--- config.mk ---
export PLATFORM = sky130hd
export DESIGN_NAME = process_scheduler
export DESIGN_NICKNAME = d
export VERILOG_FILES = /design/src/rtl/process_scheduler.sv
export SDC_FILE = /design/constraint.sdc
export NUM_CORES = 1
export LEC_CHECK = 0
export CAP_MARGIN = 20
export CORE_ASPECT_RATIO = 2
export CORE_MARGIN = 4
export CORE_UTILIZATION = 40
export DETAILED_ROUTE_END_ITERATION = 16
export GPL_TIMING_DRIVEN = 0
export PLACE_DENSITY = 0.72
export SLEW_MARGIN = 20
export SYNTH_ARGS = -nofsm -noshare
export SYNTH_HDL_FRONTEND = slang
export SYNTH_SLANG_ARGS = --single-unit
--- constraint.sdc ---
create_clock -name clock -period 3.4 [get_ports clock]
set_input_delay 1.02 -clock clock [delete_from_list [all_inputs] [get_ports clock]]
set_output_delay 1.02 -clock clock [all_outputs]
set_load 0.005 [all_outputs]
--- src/rtl/process_scheduler.sv ---
// process_scheduler: deterministic round-robin step sequencer.
// A run is one INIT cycle, then per step one grant per eligible process in
// ascending index order, then a CHECK cycle at the step boundary. The run
// ends when every process has stopped or when the step budget is used up.
// Optional feature macro: SCHEDULER_SKIP_STOPPED_EN. When it is defined,
// processes whose stop flag is set receive no grant.
module process_scheduler #(
  parameter int PROCESSES  = 4,
  parameter int STEP_WIDTH = 16,
  localparam int IDX_WIDTH = (PROCESSES > 1) ? $clog2(PROCESSES) : 1
) (
  input  logic                  clock,
  input  logic                  resetN,
  input  logic                  start,
  input  logic                  abort,
  input  logic [STEP_WIDTH-1:0] maxSteps,
  input  logic [PROCESSES-1:0]  processStop,
  output logic                  init,
  output logic [PROCESSES-1:0]  processEnable,
  output logic [IDX_WIDTH-1:0]  processCurrent,
  output logic                  stepDone,
  output logic [STEP_WIDTH-1:0] step,
  output logic                  running,
  output logic                  done,
  output logic                  timeout
);

  typedef enum logic [2:0] {IDLE, INIT, RUN, CHECK, DONE} state_t;

  // Largest budget accepted; anything with the top bit set saturates here so
  // the signed step number never wraps negative before the run ends.
  localparam logic [STEP_WIDTH-1:0] STEP_MAX = {1'b0, {(STEP_WIDTH-1){1'b1}}};

  state_t                state_reg, state_next;
  logic [STEP_WIDTH-1:0] max_reg, max_next;
  logic [STEP_WIDTH-1:0] step_reg, step_next;
  logic [STEP_WIDTH-1:0] step_inc;
  logic [IDX_WIDTH-1:0]  cur_reg, cur_next;
  logic [PROCESSES-1:0]  en_reg, en_next;
  logic                  timeout_reg, timeout_next;
  logic                  init_reg, step_done_reg, running_reg, done_reg;

  logic [PROCESSES-1:0]  eligible;
  logic                  first_found, later_found;
  logic [IDX_WIDTH-1:0]  first_idx, later_idx;
  logic                  all_stopped;

  // Per-process eligibility: stopped processes are skipped only when the
  // skip feature is built in; otherwise every process is granted every step.
  generate
    for (genvar gi = 0; gi < PROCESSES; gi++) begin : g_elig
`ifdef SCHEDULER_SKIP_STOPPED_EN
      assign eligible[gi] = ~processStop[gi];
`else
      assign eligible[gi] = 1'b1;
`endif
    end
  endgenerate

  assign all_stopped = &processStop;
  assign step_inc    = step_reg + STEP_WIDTH'(1);

  // Priority search: lowest eligible index overall, and lowest eligible
  // index above the process currently granted.
  always_comb begin
    first_found = 1'b0;
    first_idx   = '0;
    later_found = 1'b0;
    later_idx   = '0;
    for (int i = PROCESSES - 1; i >= 0; i--) begin
      if (eligible[i]) begin
        first_found = 1'b1;
        first_idx   = IDX_WIDTH'(i);
      end
      if (eligible[i] && (i > int'(cur_reg))) begin
        later_found = 1'b1;
        later_idx   = IDX_WIDTH'(i);
      end
    end
  end

  // Next-state and next-output logic; every output is then registered.
  always_comb begin
    state_next   = state_reg;
    max_next     = max_reg;
    step_next    = step_reg;
    cur_next     = '0;
    en_next      = '0;
    timeout_next = timeout_reg;

    unique case (state_reg)
      IDLE, DONE: begin
        if (start) begin
          state_next   = INIT;
          max_next     = maxSteps[STEP_WIDTH-1] ? STEP_MAX : maxSteps;
          timeout_next = 1'b0;
          step_next    = '1;
        end
      end
      INIT: begin
        step_next = '0;
        if (max_reg == '0) begin
          state_next   = DONE;
          timeout_next = ~all_stopped;
        end else if (first_found) begin
          state_next = RUN;
          cur_next   = first_idx;
          en_next    = PROCESSES'(1) << first_idx;
        end else begin
          state_next = CHECK;
        end
      end
      RUN: begin
        if (later_found) begin
          cur_next = later_idx;
          en_next  = PROCESSES'(1) << later_idx;
        end else begin
          state_next = CHECK;
        end
      end
      CHECK: begin
        step_next = step_inc;
        if (all_stopped) begin
          state_next   = DONE;
          timeout_next = 1'b0;
        end else if (step_inc >= max_reg) begin
          state_next   = DONE;
          timeout_next = 1'b1;
        end else if (first_found) begin
          state_next = RUN;
          cur_next   = first_idx;
          en_next    = PROCESSES'(1) << first_idx;
        end else begin
          state_next = CHECK;
        end
      end
      default: state_next = IDLE;
    endcase

    // Abort overrides everything and restores the idle output values.
    if (abort) begin
      state_next   = IDLE;
      max_next     = '0;
      step_next    = '0;
      cur_next     = '0;
      en_next      = '0;
      timeout_next = 1'b0;
    end
  end

  // State and registered outputs; reset clears them immediately.
  always_ff @(posedge clock or negedge resetN) begin
    if (!resetN) begin
      state_reg     <= IDLE;
      max_reg       <= '0;
      step_reg      <= '0;
      cur_reg       <= '0;
      en_reg        <= '0;
      timeout_reg   <= 1'b0;
      init_reg      <= 1'b0;
      step_done_reg <= 1'b0;
      running_reg   <= 1'b0;
      done_reg      <= 1'b0;
    end else begin
      state_reg     <= state_next;
      max_reg       <= max_next;
      step_reg      <= step_next;
      cur_reg       <= cur_next;
      en_reg        <= en_next;
      timeout_reg   <= timeout_next;
      init_reg      <= (state_next == INIT);
      step_done_reg <= (state_next == CHECK);
      running_reg   <= (state_next == INIT) || (state_next == RUN) || (state_next == CHECK);
      done_reg      <= (state_next == DONE);
    end
  end

  assign init           = init_reg;
  assign processEnable  = en_reg;
  assign processCurrent = cur_reg;
  assign stepDone       = step_done_reg;
  assign step           = step_reg;
  assign running        = running_reg;
  assign done           = done_reg;
  assign timeout        = timeout_reg;

endmodule

After elaboration in Yosys (flattened, before gate mapping)
Cells that the tools add are included.
Word-level totals
  bits in registers: 46
  input bits: 24
  output and inout port bits: 27
  logic and storage cells: 75
Operators by class
  add/sub/neg operators: 1
  magnitude comparators: 4
  eq/ne operators: 11
  shifts and indexed selects: 1
  muxes and demuxes: 35
  bitwise logic cells: 1
  reductions and logical operators: 12
Operator list (count)
  16-bit 2-to-1 mux: 5
  16-bit one-hot mux with 3 select lines: 1
  3-bit 2-to-1 mux: 6
  16-bit by 1-bit adder with 16-bit output, second input constant: 1
  16-bit >= comparator: 1
  16-bit logical NOT: 1
  15-bit 2-to-1 mux: 1
  3-bit by 2-bit == test with 1-bit output, second input constant: 4
  2-bit 2-to-1 mux: 6
  3-bit one-hot mux with 4 select lines: 1
  4-bit one-hot mux with 3 select lines: 1
  1-bit 2-to-1 mux: 11
  4-bit 2-to-1 mux: 2
  4-bit AND reduction: 2
  3-bit by 1-bit == test with 1-bit output, second input constant: 2
  3-bit == test, second input constant: 2
  3-bit != test, second input constant: 2
  2-bit greater-than comparator, first input constant: 2
  4-bit != test, second input constant: 1
  2-bit AND reduction: 2
  2-bit nonzero test: 2
  4-bit nonzero test: 1
  1-bit by 2-bit << shifter with 4-bit output, first input constant: 1
  3-bit logical NOT: 1
  other kinds (5): 6

Logic depth before layout (Yosys ltp)
Gate-level depths: netlist (run 1).
  word-level depth: 10
  depth in mapped cells: 14
  gate-level depth less buffers: 12

Worst setup path after synthesis (run 1)
Ideal clock, no wire load.
  kind: register -> register
  start: reg step_reg[2] (netlist: step[2])
  end: reg running_reg (netlist: running)
  setup time: 0.134 ns
  arrival: 2.606 ns
  data required time: 3.266 ns
  slack: 0.660 ns
  stages on the path, launching flop included: 14
  buffers on the path: 1
  period minus slack after synthesis: 2.740 ns
  cells stage by stage: dfrtp_1 nand3_4 or2_1 buf_6 nor3_4 nand3_2 xnor2_1 ha_1 nand4_1 a211oi_1 o2111ai_1 and4_4 a21oi_2 o31ai_1
On the way
  longest elaborated chain between the ends: 9
  elaborated cells between the ends (all ways): 11
  those cells by class: add/sub: 1; order compare: 1; eq/ne: 3; mux: 4; reduce/logical: 2
RTL lines
  start, declared: line 36  | logic [STEP_WIDTH-1:0] step_reg, step_next;
  start signal, assigned: line 167  | step_reg <= step_next;
  16-bit by 1-bit adder with 16-bit output *: line 61  | assign step_inc = step_reg + STEP_WIDTH'(1);
  16-bit >= comparator *: line 126  | end else if (step_inc >= max_reg) begin
  3-bit 2-to-1 mux *: line 126
  3-bit 2-to-1 mux *: line 123  | if (all_stopped) begin
  3-bit one-hot mux with 4 select lines *: line 91  | unique case (state_reg)
  3-bit 2-to-1 mux *: line 141  | if (abort) begin
  3-bit by 1-bit == test with 1-bit output or 3-bit by 2-bit == test with 1-bit output (tied branches): line 173  | running_reg <= (state_next == INIT) || (state_next == RUN) || (state_next == CHECK);
  1-bit logical OR: line 173
  1-bit logical OR *: line 173
  end signal, assigned: line 173
  end, declared: line 41  | logic init_reg, step_done_reg, running_reg, done_reg;
Every way passes the cells marked *; elsewhere a longest branch is shown, timed or not.
A chain may end at the register's enable or synchronous reset.

Final worst setup path (run 1)
  start: reg step_reg[0] (netlist: step[0])
  end: reg running_reg (netlist: running)
Same word-level chain as after synthesis.

==> flow_metrics.env, run 1 <==
export IMPL_outcome="complete, no violations"
export IMPL_p_leak_nw=1.58
export IMPL_drc=0
export IMPL_synth_top_area_share=0.404
export IMPL_synth_top_cell_by_area="dfrtp_1"
export IMPL_grt_start_max_net_pins=34
export IMPL_chipWidth_um=67.0
export IMPL_drt_total_wl_um=7190
export IMPL_firstDrtPassIters=4
export IMPL_synthCells=313
export IMPL_fin_nets=416
export IMPL_crit_type="register to register"
export IMPL_powerDensity_nw_per_um2=446
export IMPL_critPathArrivalTime_ns=3.31
export IMPL_drt_initial_drc_count=84
export IMPL_num_vias=2476
export IMPL_hold_buffers=0
export IMPL_worstMarginPinSlew_ns=0.661
export IMPL_place_congestion=0.906
export IMPL_hold_depth=1
export IMPL_max_cap_violations=0
export IMPL_rr_startpoint="step[0]$_DFFE_PN0P_"
export IMPL_ys_flop_type="dfrtp_1"
export IMPL_area_growth_pct=28.3
export IMPL_grt_overflow=0
export IMPL_rows=42
export IMPL_hold_violations=0
export IMPL_dpl_instance_area_um2=3410
export IMPL_drv_slew=0
export IMPL_r2r_cells=13
export IMPL_syn_avg_cell_area_um2=8.90
export IMPL_grt_pass1_wl_um=11800
export IMPL_syn_area_um2=2790
export IMPL_routedWlPerCell_um=15.7
export IMPL_fin_area_um2=3570
export IMPL_cts_htree_levels=2
export IMPL_cts_tree="built"
export IMPL_hold_slack_ns=0.535
export IMPL_rsz0062_at_grt="no"
export IMPL_synthesis_nets=359
export IMPL_setup_viol=0
export IMPL_fillers=639
export IMPL_fin_cells=459
export IMPL_crit_path_max_fanout=7
export IMPL_grt_pass1_vias=2537
export IMPL_grt_usage=0.183
export IMPL_clk_pin_slew_ns=0.06
export IMPL_required_ns=3.56
export IMPL_die_h_um=126
export IMPL_hp_start="step[15]$_DFFE_PN0P_"
export IMPL_finalClockSkew_ns=0.00408
export IMPL_synth_seq_cells=45
export IMPL_root_buffer="clkbuf_16"
export IMPL_largest_register_ffs=16
export IMPL_netlist_top_cells_area="dfrtp_1 (40%), ha_1 (9.9%), nor2_1 (6.6%), a211oi_1 (5.1%), o21ai_0 (4.3%)"
export IMPL_cts_setup_buffers=0
export IMPL_hp_class="register to register"
export IMPL_insertion_delay_ns=0.29
export IMPL_io_buffers=50
export IMPL_fin_crit_sh=0.926
export IMPL_yosysWarnings=0
export IMPL_cts_made_buffers=5
export IMPL_ir_worst_vdd_mv=0.242
export IMPL_startpoint="step[0]$_DFFE_PN0P_"
export IMPL_hpwlAfterDp_um=5560
export IMPL_seq_area_frac_synth=0.404
export IMPL_antenna_found_initial=0
export IMPL_relSlewSlack=0.556
export IMPL_die_area_um2=8440
export IMPL_avgViaCountPerCell=5.39
export IMPL_multi_input_area_um2=1480
export IMPL_setup_ws_ns=0.251
export IMPL_synth_edf_count=0
export IMPL_initial_utilization=0.417
export IMPL_place_ws_ns=0.152
export IMPL_antenna_left=0
export IMPL_clkSinkCount=45
export IMPL_yosysUniqueCellTypes=46
export IMPL_dp_cells=452
export IMPL_ff_latch_area_um2=1130
export IMPL_coreArea_um2=6670
export IMPL_start_kind="register"
export IMPL_timing_fmax_mhz=318
export IMPL_tns_ns=0
export IMPL_synthArstFlopShare=1.00
export IMPL_drive_above_1_share=0.0836
export IMPL_end_kind="register"
export IMPL_io_pins=51
export IMPL_period_needed_ns=3.15
export IMPL_cts_max_path_buffers=2
export IMPL_insertedDiodeCount=0
-- critical path, cell delays in order (launching register included) --
cell and delay (ns):
dfrtp_2 0.46, nand3_4 0.13, or2_1 0.26, buf_6 0.14, nor3_4 0.26, nand3_2 0.13
xnor2_1 0.16, ha_1 0.33, nand4_1 0.16, a211oi_1 0.30, o2111ai_1 0.18, and4_4 0.23
a21oi_2 0.20, o31ai_2 0.08
-- logic make-up (layout without fill, tap and decap cells) --
family | Yosys count | count (layout) | synth area share
buffers and inverters | 40 | 98 | 0.0647
AO/OA/AOI/OAI | 78 | 78 | 0.182
flip-flops | 45 | 45 | 0.404
adder cells (fa/ha/maj) | 22 | 22 | 0.0988
AND/OR/NAND/NOR | 114 | 114 | 0.207
XOR/XNOR | 14 | 14 | 0.0440
-- synth_stat cells, types with 5 or more instances --
library cell	n
a211oi_1	19
a21o_1	5
a21oi_1	12
and2_1	5
clkbuf_1	9
dfrtp_1	45
ha_1	22
inv_1	24
nand2_1	20
nand4_1	6
nor2_1	49
nor3_1	12
o21ai_0	24
xnor2_1	9
xor2_1	5
-- layout by cell type (no fill, tap or decap), types with 2 or more instances in the layout --
cell type	n
nor4_1	3
o21ai_0	24
buf_2	4
nand2b_1	4
ha_1	22
a22o_1	3
nand2_1	20
dfrtp_1	42
nor2_1	49
inv_1	24
a41oi_1	2
a211oi_1	19
a21oi_1	12
clkbuf_1	8
clkbuf_8	2
dfrtp_2	3
nand3_1	4
clkdlybuf4s50_1	49
buf_6	3
nor3_1	12
nand4_1	6
a21o_1	5
clkbuf_16	5
xor2_1	5
xnor2_1	9
o211ai_1	2
and2_1	5
-- per-layer routing --
layer / track usage / wire, um
met5: 0 / 0
met4: 0.115 / 269
met3: 0.0232 / 202
met2: 0.331 / 4060
met1: 0.189 / 2660
-- final timing paths --
path / to / slack, ns
max in group asynchronous: step[2]$_DFFE_PN0P_ / 2.28
worst max register to register: running$_DFF_PN0_ / 0.25
worst min register to register: step[15]$_DFFE_PN0P_ / 0.54
worst max-delay path: running$_DFF_PN0_ / 0.25
min in group asynchronous: step[12]$_DFFE_PN0P_ / 0.62
worst min-delay path: step[15]$_DFFE_PN0P_ / 0.54
-- area by class of cell --
class / instances / area share
Clock inverter: 1 / 0.00140
Multi-Input combinational cell: 228 / 0.415
Tap cell: 88 / 0.0308
Sequential cell: 45 / 0.316
Timing Repair Buffer: 51 / 0.144
Buffer: 15 / 0.0242
Clock buffer: 7 / 0.0427
Inverter: 24 / 0.0252
-- power breakdown --
| part | internal, mW | switching [mW] | leakage, nW |
|---|---|---|---|
| clock | 0.311 | 0.198 | 0.0799 |
| combinational | 0.208 | 0.216 | 0.912 |
| sequential | 0.589 | 0.0738 | 0.588 |
| total | 1.11 | 0.488 | 1.58 |
-- what timing repair did --
| action | in CTS | in global routing |
|---|---|---|
| setup endpoints to repair | 0 | 6 |
| resized for setup | 0 | 4 |
| hold endpoints to repair | 0 | 0 |
-- through the flow --
stage,total power [mW],utilization
final,1.59,0.535
after global routing,1.70,0.535
after floorplan,0.896,-
after global placement,1.07,0.509
after CTS,1.60,0.535
after detailed placement,1.09,0.511
(Power assumes the default switching activity.)
==> run 2, diff against run 1 <==
==> constraint.sdc (replaced) <==
create_clock -name clock -period 4 [get_ports clock]
set_input_delay 1.2 -clock clock [delete_from_list [all_inputs] [get_ports clock]]
set_output_delay 1.2 -clock clock [all_outputs]
set_load 0.005 [all_outputs]
==> run 2 against run 1 <==
Effect of this change:
- largest cell class unchanged
- power decreased by 15%
- cell count increased by 0.22%
- global-route usage unchanged
- flip-flop and latch count unchanged
- clock power decreased by 15%
- non-clock buffer count increased by 1
- count of clock-buffer cells in the layout unchanged
- first-iteration DRC count increased by 32%
- maximum frequency decreased by 3.2%
- core utilization decreased by 0.075 points
- final area decreased by 0.14%
- largest power group unchanged
==> flow_metrics.env, run 2 (synthesized netlist as in run 1, its figures left out) <==
export IMPL_outcome="complete, no violations"
export IMPL_power_frac_clock=0.320
export IMPL_seqPwrFrac=0.413
export IMPL_initial_utilization=0.417
export IMPL_crit_path_max_fanout=7
export IMPL_setup_viol=0
export IMPL_post_route_util=0.535
export IMPL_grt_start_max_net_pins=34
export IMPL_max_cap_violations=0
export IMPL_cts_made_buffers=5
export IMPL_pwr_share_comb=0.267
export IMPL_cts_max_path_buffers=2
export IMPL_hpwlAfterDp_um=5560
export IMPL_rsz0062_at_grt="no"
export IMPL_period_needed_ns=3.25
export IMPL_dp_cells=452
export IMPL_chipWidth_um=67.0
export IMPL_drive_above_1_share=0.0726
export IMPL_cts_tree="built"
export IMPL_insertedDiodeCount=0
export IMPL_final_cell_mix="nor2_1 (49), clkdlybuf4s50_1 (49), dfrtp_1 (45)"
export IMPL_rows=42
export IMPL_grt_pass1_wl_um=11800
export IMPL_hold_slack_ns=0.536
export IMPL_crit_type="register to register"
export IMPL_routedWlPerCell_um=15.5
export IMPL_place_congestion=0.906
export IMPL_fin_cells=460
export IMPL_io_buffers=50
export IMPL_coreArea_um2=6670
export IMPL_grt_overflow=0
export IMPL_netSwitchingPower_mw=0.414
export IMPL_timing_fmax_mhz=307
export IMPL_num_vias=2469
export IMPL_largest_register_ffs=16
export IMPL_relSlewSlack=0.558
export IMPL_clkSinkCount=45
export IMPL_antenna_left=0
export IMPL_drv_slew=0
export IMPL_r2r_slack_ns=0.75
export IMPL_fin_crit_sh=0.814
export IMPL_cts_htree_levels=2
export IMPL_fin_nets=417
export IMPL_drt_initial_drc_count=111
export IMPL_root_buffer="clkbuf_16"
export IMPL_fillers=640
export IMPL_firstDrtPassIters=4
export IMPL_die_area_um2=8440
export IMPL_worstMarginPinSlew_ns=0.658
export IMPL_hold_violations=0
export IMPL_max_stage_delay_ns=0.52
export IMPL_cpLargestDelayFamily="simple AND/OR/NAND/NOR gates"
export IMPL_cp_cell_sequence="nand3_4 -> or2_1 -> buf_6 -> nor3_4 -> nand3_2 -> xnor2_1 -> ha_1 -> a211oi_1 -> o21ai_0 -> o211ai_1 -> and4_4 -> a21oi_2 -> o31ai_1"
export IMPL_start_kind="register"
export IMPL_antenna_found_initial=0
export IMPL_drt_total_wl_um=7140
export IMPL_required_ns=4.18
export IMPL_critPathArrivalTime_ns=3.44
export IMPL_io_pins=51
export IMPL_hp_class="register to register"
export IMPL_drc=0
export IMPL_area_growth_pct=28.1
export IMPL_end_kind="register"
export IMPL_critPathSlowestCell="dfrtp_1"
export IMPL_swShare=0.306
export IMPL_p_total_mw=1.35
export IMPL_grt_pass1_vias=2537
export IMPL_hold_buffers=0
export IMPL_ir_worst_vdd_mv=0.205
export IMPL_finalClockSkew_ns=0.00383
export IMPL_tns_ns=0
export IMPL_insertion_delay_ns=0.29
export IMPL_cp_num_buf_inv=1
export IMPL_p_leak_nw=1.58
export IMPL_intPower_mw=0.941
export IMPL_clk_pin_slew_ns=0.06
export IMPL_avgViaCountPerCell=5.37
export IMPL_powerDensity_nw_per_um2=380
export IMPL_post_cts_resized=0
export IMPL_grt_usage=0.183
export IMPL_cts_setup_buffers=0
export IMPL_die_h_um=126
run 2: changes by cell type in the layout (fill, tap and decap cells not counted):
| cell | previous run | this run |
|---|---|---|
| dfrtp_1 | 42 | 45 |
| o31ai_1 | 0 | 1 |
| dfrtp_2 | 3 | 0 |
| o31ai_2 | 1 | 0 |
| clkbuf_1 | 8 | 9 |
run 2: power groups by stage:
stage | Combinational (mW) | Clock, mW | Sequential (mW)
4_1_cts | 0.365 | 0.440 | 0.559
2_1_floorplan | 0.206 | 0 | 0.555
6_report | 0.362 | 0.434 | 0.559
5_1_grt | 0.408 | 0.470 | 0.566
3_5_place_dp | 0.360 | 0 | 0.566
3_3_place_gp | 0.346 | 0 | 0.565
run 2: layout make-up:
cell class | count | area [um2] | share of cell area
multi-input cells | 228 | 1480 | 0.414
repair buffers | 51 | 515 | 0.144
clock inverters | 1 | 5.00 | 0.00140
flip-flops and latches | 45 | 1130 | 0.316
well taps | 88 | 110 | 0.0309
plain buffers | 16 | 90.1 | 0.0252
clock buffers | 7 | 153 | 0.0428
inverters | 24 | 90.1 | 0.0252
run 2: path summary, 6_finish.rpt:
check,startpoint,to,cells after the start
min in group asynchronous,resetN,step[12]$_DFFE_PN0P_,1
hold / removal,step[15]$_DFFE_PN0P_,step[15]$_DFFE_PN0P_,1
hold reg to reg,step[15]$_DFFE_PN0P_,step[15]$_DFFE_PN0P_,1
setup reg to reg,step[0]$_DFFE_PN0P_,running$_DFF_PN0_,13
setup / recovery,step[0]$_DFFE_PN0P_,running$_DFF_PN0_,13
max in group asynchronous,resetN,step[4]$_DFFE_PN0P_,2
run 2: routing by layer:
metal	share of wire	vias up	track usage
li1	-	1203	-
met5	0	-	0
met4	0.037	0	0.115
met2	0.57	58	0.331
met1	0.37	1190	0.189
met3	0.026	18	0.0232
run 2: through the flow:
stage | cell area (um2) | setup slack, ns
after floorplan | 2790 | 1.26
after CTS | 3570 | 0.720
after detailed placement | 3410 | 0.752
final | 3570 | 0.745
after global placement | 3400 | 0.520
after global routing | 3570 | 0.477
==> run 3, diff against run 2 <==
--- a/config.mk
+++ b/config.mk
@@ -11,7 +11,7 @@
 export CORE_UTILIZATION = 40
 export DETAILED_ROUTE_END_ITERATION = 16
 export GPL_TIMING_DRIVEN = 0
-export PLACE_DENSITY = 0.72
+export PLACE_DENSITY = 0.74
 export SLEW_MARGIN = 20
 export SYNTH_ARGS = -nofsm -noshare
 export SYNTH_HDL_FRONTEND = slang
==> constraint.sdc (replaced) <==
create_clock -name clock -period 2.66 [get_ports clock]
set_input_delay 0.798 -clock clock [delete_from_list [all_inputs] [get_ports clock]]
set_output_delay 0.798 -clock clock [all_outputs]
set_load 0.005 [all_outputs]
==> run 3 against run 2 <==
Effect of this change:
- clock skew grew 0.0036 ns
- highest routed layer unchanged
- the run now ends with negative setup slack left
- worst hold slack got worse by 0.15 ns
- first-iteration DRC count up 42%
- via count is 1.2% higher
- flip-flop and latch count is the same
==> flow_metrics.env, run 3 (synthesized netlist as in run 1, its figures left out) <==
export IMPL_cts_max_path_buffers=2
export IMPL_chipWidth_um=67.0
export IMPL_dpl_instance_area_um2=3410
export IMPL_ir_worst_vdd_mv=0.299
export IMPL_die_h_um=126
export IMPL_met1_length_um=2650
export IMPL_crit_type="register to register"
export IMPL_clkSinkCount=45
export IMPL_timing_fmax_mhz=347
export IMPL_num_vias=2499
export IMPL_insertion_delay_ns=0.29
export IMPL_finalClockSkew_ns=0.00740
export IMPL_hpwlAfterDp_um=5630
export IMPL_area_growth_pct=36.3
export IMPL_io_buffers=50
export IMPL_io_pins=51
export IMPL_fillers=608
export IMPL_powerDensity_nw_per_um2=577
export IMPL_avgViaCountPerCell=5.27
export IMPL_end_kind="register"
export IMPL_firstDrtPassIters=4
export IMPL_grt_pass1_vias=2667
export IMPL_max_stage_delay_ns=0.38
export IMPL_wl_met2_um=4330
export IMPL_die_area_um2=8440
export IMPL_violations="negative setup slack"
export IMPL_fin_nets=431
export IMPL_initial_utilization=0.417
export IMPL_grt_pass1_wl_um=12400
export IMPL_drive_above_1_share=0.150
export IMPL_p_leak_nw=1.68
export IMPL_grt_start_max_net_pins=34
export IMPL_hold_violations=0
export IMPL_critPathArrivalTime_ns=3.10
export IMPL_hold_buffers=0
export IMPL_cp_num_buf_inv=2
export IMPL_start_kind="register"
export IMPL_setup_ws_ns=-0.219
export IMPL_top_layer="met4"
export IMPL_rsz0062_at_grt="yes"
export IMPL_drt_total_wl_um=7440
export IMPL_final_cell_mix="clkdlybuf4s50_1 (49), nor2_1 (48), dfrtp_1 (41)"
export IMPL_clk_pin_slew_ns=0.06
export IMPL_fin_cells=474
export IMPL_route_met3_wl_um=213
export IMPL_worstMarginPinSlew_ns=0.517
export IMPL_root_buffer="clkbuf_16"
export IMPL_cts_made_buffers=5
export IMPL_antenna_left=0
export IMPL_crit_path_max_fanout=5
export IMPL_setup_viol=7
export IMPL_max_cap_violations=0
export IMPL_coreArea_um2=6670
export IMPL_outcome="finished with violations"
export IMPL_place_congestion=0.858
export IMPL_drt_initial_drc_count=158
export IMPL_relSlewSlack=0.655
export IMPL_fin_crit_sh=1.08
export IMPL_critPathSlowestCell="dfrtp_1"
export IMPL_fin_area_um2=3800
export IMPL_rows=42
export IMPL_largest_register_ffs=16
export IMPL_place_ws_ns=-0.399
export IMPL_insertedDiodeCount=0
export IMPL_cts_tree="built"
export IMPL_hp_class="input pin to async pin"
export IMPL_required_ns=2.88
export IMPL_period_needed_ns=2.88
export IMPL_hold_slack_ns=0.390
export IMPL_grt_overflow=0
export IMPL_grt_usage=0.191
export IMPL_cp_cell_sequence="buf_8 -> nand2_2 -> or2_1 -> buf_6 -> nor3_4 -> nand3_2 -> xnor2_2 -> ha_4 -> nand4_1 -> a211oi_2 -> o2111ai_2 -> and4_4 -> o22a_1 -> nor2_1"
export IMPL_dp_cells=452
export IMPL_antenna_found_initial=0
export IMPL_r2r_slack_ns=-0.22
export IMPL_cpLargestDelayFamily="simple AND/OR/NAND/NOR gates"
export IMPL_drv_slew=0
export IMPL_routedWlPerCell_um=15.7
export IMPL_cts_htree_levels=2
export IMPL_final_common_cell="clkdlybuf4s50_1"
export IMPL_drc=0
[run 3: report_power, final]
group          total (mW)  leakage, nW  switching [mW]  internal (mW)
Combinational       0.620         1.01           0.311          0.309
Clock               0.729       0.0841           0.259          0.469
Sequential          0.842        0.586          0.0897          0.753
[run 3: through the flow]
| stage | util | power (mW) | setup TNS, ns |
|---|---|---|---|
| after detailed placement | 0.512 | 1.40 | -3.40 |
| after floorplan | - | 1.15 | 0 |
| after CTS | 0.555 | 2.16 | -1.20 |
| after global routing | 0.569 | 2.30 | -1.91 |
| after global placement | 0.509 | 1.37 | -20.67 |
| final | 0.569 | 2.19 | -1.43 |
[run 3: layout make-up]
type                    instances  area, um2  area share
repair buffers                 65        621       0.163
clock inverters                 1       30.0     0.00791
clock buffers                   7        143      0.0376
inverters                      24       90.1      0.0237
well taps                      88        110      0.0290
flip-flops and latches         45       1130       0.298
plain buffers                  16        101      0.0267
multi-input cells             228       1570       0.414
[run 3: final timing paths]
check / to / depth (start not counted) / start
setup / recovery: done$_DFF_PN0_ / 14 / step[3]$_DFFE_PN0P_
hold / removal: step[14]$_DFFE_PN0P_ / 1 / resetN
setup reg to reg: done$_DFF_PN0_ / 14 / step[3]$_DFFE_PN0P_
min in group clock: step[15]$_DFFE_PN0P_ / 1 / step[15]$_DFFE_PN0P_
max in group asynchronous: step[1]$_DFFE_PN0P_ / 2 / resetN
hold reg to reg: step[15]$_DFFE_PN0P_ / 1 / step[15]$_DFFE_PN0P_
[run 3: what timing repair did]
item,in CTS,in global routing
buffers inserted,9,5
gates resized for setup,12,11
pin swaps,9,12
endpoints found under the hold margin,0,0
endpoints found under the setup margin,7,12
[run 3: routing by layer]
metal  GRT usage  vias to the layer above
li1            -                     1228
met1       0.186                     1198
met2       0.362                       57
met3      0.0285                       16
met4       0.103                        0
met5           0                        -
